[config.mk]
export PLATFORM = sky130hd
export DESIGN_NAME = noc_host_scheduler
export DESIGN_NICKNAME = d
export VERILOG_FILES = /design/src/rtl/noc_host_scheduler.sv
export SDC_FILE = /design/constraint.sdc
export NUM_CORES = 1
export LEC_CHECK = 0
export ABC_AREA = 1
export BUFFER_PORTS_ARGS = -buffer_cell sky130_fd_sc_hd__buf_2
export CORE_AREA = 3 3 339 341
export DETAILED_ROUTE_END_ITERATION = 12
export DIE_AREA = 0 0 342 344
export GPL_ROUTABILITY_DRIVEN = 1
export PLACE_DENSITY_LB_ADDON = 0.2
export SETUP_SLACK_MARGIN = 0.05
export SYNTH_ARGS = -nofsm -noshare
export SYNTH_HDL_FRONTEND = slang
export SYNTH_SLANG_ARGS = --single-unit
[constraint.sdc]
create_clock -name clk -period 2.5 [get_ports clk]
set_clock_uncertainty 0.15 [all_clocks]
set_input_delay 0 -clock clk [delete_from_list [all_inputs] [get_ports clk]]
set_output_delay 0 -clock clk [all_outputs]
set_load 0.02 [all_outputs]
[src/rtl/noc_host_scheduler.sv]
// Round-robin front-end for the mesh host port at tile (0,0).
// Allows a single packet in flight and returns its result, or a timeout error, to the granted requester.
module noc_host_scheduler #(
    parameter int unsigned NUM_REQ = 4,
    parameter int unsigned TIMEOUT = 64
) (
    input  logic                   clk,
    input  logic                   rst,
    input  logic [NUM_REQ-1:0]     req_valid,
    output logic [NUM_REQ-1:0]     req_ready,
    input  logic [64*NUM_REQ-1:0]  req_a,
    input  logic [64*NUM_REQ-1:0]  req_b,
    input  logic [16*NUM_REQ-1:0]  req_ctrl,
    output logic [NUM_REQ-1:0]     rsp_valid,
    output logic [63:0]            rsp_data,
    output logic                   rsp_error,
    output logic [63:0]            host_in_a,
    output logic [63:0]            host_in_b,
    output logic [15:0]            host_in_ctrl,
    output logic                   host_in_valid,
    input  logic [63:0]            host_out_a,
    input  logic                   host_out_valid,
    output logic                   busy,
    output logic [15:0]            timeout_cnt
);

    localparam int unsigned IDX_W = $clog2(NUM_REQ);
    localparam logic [15:0] LAST_WAIT = 16'(TIMEOUT - 1);
    localparam logic [IDX_W-1:0] LAST_IDX = IDX_W'(NUM_REQ - 1);
    localparam logic [NUM_REQ-1:0] ONE = NUM_REQ'(1);

    typedef enum logic [1:0] {StIdle, StInject, StWait, StResp} state_e;

    state_e           state_q, state_d;
    logic [IDX_W-1:0] ptr_q, gnt_q, gnt_idx, cand;
    logic             gnt_found;
    logic [63:0]      a_q, b_q, rsp_data_q;
    logic [15:0]      ctrl_q, wait_cnt_q, timeout_cnt_q;
    logic             rsp_error_q;
    logic             expire;

    assign expire = (wait_cnt_q == LAST_WAIT);

    // Search upward from the pointer, wrapping modulo NUM_REQ.
    always_comb begin
        gnt_found = 1'b0;
        gnt_idx   = '0;
        cand      = '0;
        for (int unsigned k = 0; k < NUM_REQ; k++) begin
            cand = IDX_W'((32'(ptr_q) + k) % NUM_REQ);
            if (!gnt_found && req_valid[cand]) begin
                gnt_found = 1'b1;
                gnt_idx   = cand;
            end
        end
    end

    always_ff @(posedge clk) begin
        if (rst) begin
            state_q <= StIdle;
        end else begin
            state_q <= state_d;
        end
    end

    always_comb begin
        state_d = state_q;
        case (state_q)
            StIdle:   if (gnt_found) state_d = StInject;
            StInject: state_d = host_out_valid ? StResp : StWait;
            StWait:   if (host_out_valid || expire) state_d = StResp;
            StResp:   state_d = StIdle;
            default:  state_d = StIdle;
        endcase
    end

    always_comb begin
        req_ready     = '0;
        rsp_valid     = '0;
        host_in_valid = (state_q == StInject);
        busy          = (state_q != StIdle);
        if (state_q == StIdle && gnt_found && !rst) begin
            req_ready = ONE << gnt_idx;
        end
        if (state_q == StResp) begin
            rsp_valid = ONE << gnt_q;
        end
    end

    always_ff @(posedge clk) begin
        if (rst) begin
            ptr_q         <= '0;
            gnt_q         <= '0;
            a_q           <= '0;
            b_q           <= '0;
            ctrl_q        <= '0;
            wait_cnt_q    <= '0;
            rsp_data_q    <= '0;
            rsp_error_q   <= 1'b0;
            timeout_cnt_q <= '0;
        end else begin
            case (state_q)
                StIdle: begin
                    if (gnt_found) begin
                        a_q    <= req_a[64*gnt_idx +: 64];
                        b_q    <= req_b[64*gnt_idx +: 64];
                        ctrl_q <= req_ctrl[16*gnt_idx +: 16];
                        gnt_q  <= gnt_idx;
                        ptr_q  <= (gnt_idx == LAST_IDX) ? '0 : gnt_idx + 1'b1;
                    end
                end
                StInject: begin
                    wait_cnt_q <= '0;
                    if (host_out_valid) begin
                        rsp_data_q  <= host_out_a;
                        rsp_error_q <= 1'b0;
                    end
                end
                StWait: begin
                    // A result arriving on the expiry cycle takes precedence over the timeout.
                    if (host_out_valid) begin
                        rsp_data_q  <= host_out_a;
                        rsp_error_q <= 1'b0;
                    end else if (expire) begin
                        rsp_data_q  <= '0;
                        rsp_error_q <= 1'b1;
                        if (timeout_cnt_q != 16'hFFFF) begin
                            timeout_cnt_q <= timeout_cnt_q + 16'd1;
                        end
                    end else begin
                        wait_cnt_q <= wait_cnt_q + 16'd1;
                    end
                end
                default: ;
            endcase
        end
    end

    assign rsp_data     = rsp_data_q;
    assign rsp_error    = rsp_error_q;
    assign host_in_a    = a_q;
    assign host_in_b    = b_q;
    assign host_in_ctrl = ctrl_q;
    assign timeout_cnt  = timeout_cnt_q;

endmodule

==> run summary <==
yosys warns -> 0
Die W -> 342 um
Final ANT Viol Nets -> 0
Post-DP HPWL -> 74.3 mm
commonest non-fill, non-tap cell in the layout -> buf_2
Post-Syn Area -> 15,800 um2
hold slack -> 0.0610 ns
failing checks -> negative setup slack
CP Capture Type -> flop
global-route wire length before repair -> 154 mm
Pwr Density -> 1510 nW/um2
First DRT Iteration DRCs -> 1,229
CTS Sinks -> 247
NumNets Final -> 4,966
final core utilization -> 0.300
R2R setup slack -> -0.21 ns
sequential area share after synthesis -> 0.313
Critical-path top delay cell -> dfxtp_4
XOR/XNOR Fraction of Synth Area -> 0.0133
Cells after DPL -> 5,000
antenna violations before repair -> 17
core area -> 112,000 um2
GR Overflow Total -> 0
worst-path maximum fanout -> 15
#FFs+latches synth -> 247
aggregate routed wire length -> 111 mm
number of synthesized flops with an enable pin -> 0
I/O Pins -> 882
distinct cell type count after synthesis -> 34
worst reg-to-reg path cell count -> 19
Starting Density -> 0.141
Die H -> 344 um
CTS clk-pin slew, worst paths -> 0.06 ns
drt via density -> 4.17
reg-to-reg startpoint -> ptr_q[0]$_SDFFE_PP0P_
unrepaired setup endpoints after global routing -> true
Setup WS post-layout -> -0.208 ns
top cells by area, synth -> dfxtp_1 (31%), nand3_1 (19%), nand2_1 (13%), nor2_1 (9.4%), inv_1 (7.7%)
CP Cell Sequence -> inv_6 -> nand2_2 -> nand2_4 -> nand2_4 -> nand2_4 -> nor2_4 -> buf_4 -> nand3_4 -> buf_6 -> buf_4 -> nor2_4 -> nor2_4 -> buf_12 -> buf_12 -> buf_12 -> nand3_1 -> nand2_1 -> nor2_2 -> nor2_1
I/O Buffers -> 881
worst slew pin tran -> 0.593 ns
Final Max Tran Viols -> 0
Post-Syn Nets -> 3,322
Simple-Gate Fraction of Synth Area -> 0.433
gr usage total -> 0.172
mean area per synthesized cell -> 5.93 um2
H-tree depth -> 2
WP data arrival -> 3.01 ns
share of cells above drive strength 1 -> 0.324
fmax -> 0.369 GHz
Data required, critical path -> 2.81 ns
Primary FF master, synth -> dfxtp_1
Yosys top cell by area -> dfxtp_1
RR Endpoint -> host_in_a[52]$_SDFFE_PP0P_
post-synthesis mux area share -> 0
Hold Path Class -> in -> reg
max_cap viols -> 0
FP Rows -> 123
Tcrit/Tclk final -> 1.08
critical path class -> reg -> reg
vias -> 24,379
Pre-Repair DR Iteration Count -> 7
vias in the first global route -> 24,518
worst slew margin relative to its limit -> 0.605
Worst Hold Depth -> 4
VDD IR max -> 0.000815 V
adder-cell share of the synthesized area -> 0.00712
Routed WL per cell -> 19.0 um
largest net degree at the start of global routing -> 66
CTS Buf Count -> 36
area grow syn2layout -> 113%
DRC -> 0
status -> finished, violations left
hold path endpoint -> rsp_data[8]$_SDFFE_PP0P_
Max Root-Sink Buffers -> 3
TritonCTS clock tree -> done
share of flip-flops with an asynchronous set or reset -> 0
Compound-Gate Fraction of Synth Area -> 0.0937
number of setup violations in the final report -> 139
CTS Root Cell -> clkbuf_16
GPL Wtd Cong -> 0.876
Area after DPL -> 22,900 um2
Final Cell Area -> 33,700 um2
clk_lat worst skew -> 0.58 ns
leak pwr -> 16.9 nW
hold wc startpoint -> host_out_a[8]
Finished Layout Cells -> 5,852
commonest non-fill, non-tap cells in the layout -> buf_2 (877), dlygate4sd3_1 (650), nand3_1 (528)
top-area cell type share of the netlist area -> 0.313
cells after synthesis -> 2,666
final setup TNS -> -12.58 ns
Die Area -> 118,000 um2
Period minus WS final -> 2.71 ns
main combinational cell family by area after synthesis -> simple AND/OR/NAND/NOR gates
Final Hold Fails -> 0
max incr delay on CP -> 0.41 ns
CP Launch Type -> flop
## synth_stat cells (all sizes together), types with 15 or more instances
| master | instances |
|---|---|
| dfxtp | 247 |
| inv | 327 |
| nor2 | 402 |
| buf | 127 |
| a21oi | 39 |
| nand2 | 559 |
| nand3 | 602 |
| o21ai | 152 |
| clkbuf | 76 |
| nor3 | 15 |
| xor2 | 19 |
| a22oi | 64 |
## through the flow
step	total power [W]	setup WS, ns
2_1_floorplan	0.0222	0.296
3_3_place_gp	0.0339	-0.153
3_5_place_dp	0.0338	-0.204
4_1_cts	0.0471	-0.204
5_1_grt	0.0543	-0.330
6_report	0.0508	-0.208
## critical path, delay by kind of cell, from the launching register on
kind,cells,cell delay [ns]
simple gates,12,0.98
buf+inv,7,0.95
flops,1,0.41
## power by group
| group | switching, W | internal [W] |
|---|---|---|
| logic | 0.0222 | 0.0174 |
| registers | 0.000751 | 0.00533 |
| clock network | 0.00224 | 0.00288 |
| total | 0.0252 | 0.0256 |
## routing by layer
| layer | GRT usage | share of wire | vias up |
|---|---|---|---|
| li1 | - | - | 11876 |
| met1 | 0.207 | 0.41 | 11291 |
| met2 | 0.294 | 0.47 | 991 |
| met3 | 0.0401 | 0.074 | 221 |
| met4 | 0.0716 | 0.046 | 0 |
| met5 | 0 | 0 | - |
## cell families after synthesis
group           after synthesis
compound gates              260
xor+xnor                     24
fa+ha+maj                     9
buf+inv                     530
flops                       247
simple gates               1596
## how the worst max path moves through the flow
stage | slack (ns) | to | cells past startpoint | start
final | -0.21 | host_in_a[52]$_SDFFE_PP0P_ | 19 | ptr_q[0]$_SDFFE_PP0P_
after global routing | -0.33 | req_ready[0] | 14 | ptr_q[1]$_SDFFE_PP0P_
after floorplan | 0.30 | req_ready[1] | 11 | ptr_q[0]$_SDFFE_PP0P_
after CTS | -0.20 | req_ready[1] | 15 | ptr_q[0]$_SDFFE_PP0P_
after global placement | -0.15 | host_in_b[24]$_SDFFE_PP0P_ | 17 | ptr_q[0]$_SDFFE_PP0P_
after detailed placement | -0.20 | host_in_b[54]$_SDFFE_PP0P_ | 13 | ptr_q[0]$_SDFFE_PP0P_
## state kept, by name, summed over array words and instances (netlist names), 2 cells and up
signal and flops:
ptr_q 2, host_in_ctrl 16, rsp_data 64, host_in_b 64, state_q 2, wait_cnt_q 16
gnt_q 2, timeout_cnt 16, host_in_a 64
## cell type report
cell class / count / area [um2]
timing repair inverter: 1 / 3.75
multi-input combinational: 1889 / 9470
fill: 12216 / 78500
clock inverter: 17 / 129
timing repair buffer: 1808 / 15000
clock buffer: 48 / 1020
inverter: 327 / 1240
antenna: 15 / 37.5
sequential: 247 / 4950
tap: 1500 / 1880
## what timing repair did
action	4_1_cts	5_1_grt
pin swaps	43	70
gates cloned	28	20
hold buffers	650	0
setup endpoints to repair	145	176
gates resized for setup	183	124
endpoints found under the hold margin	243	0
buffers inserted	49	26
(Power assumes the default switching activity.)
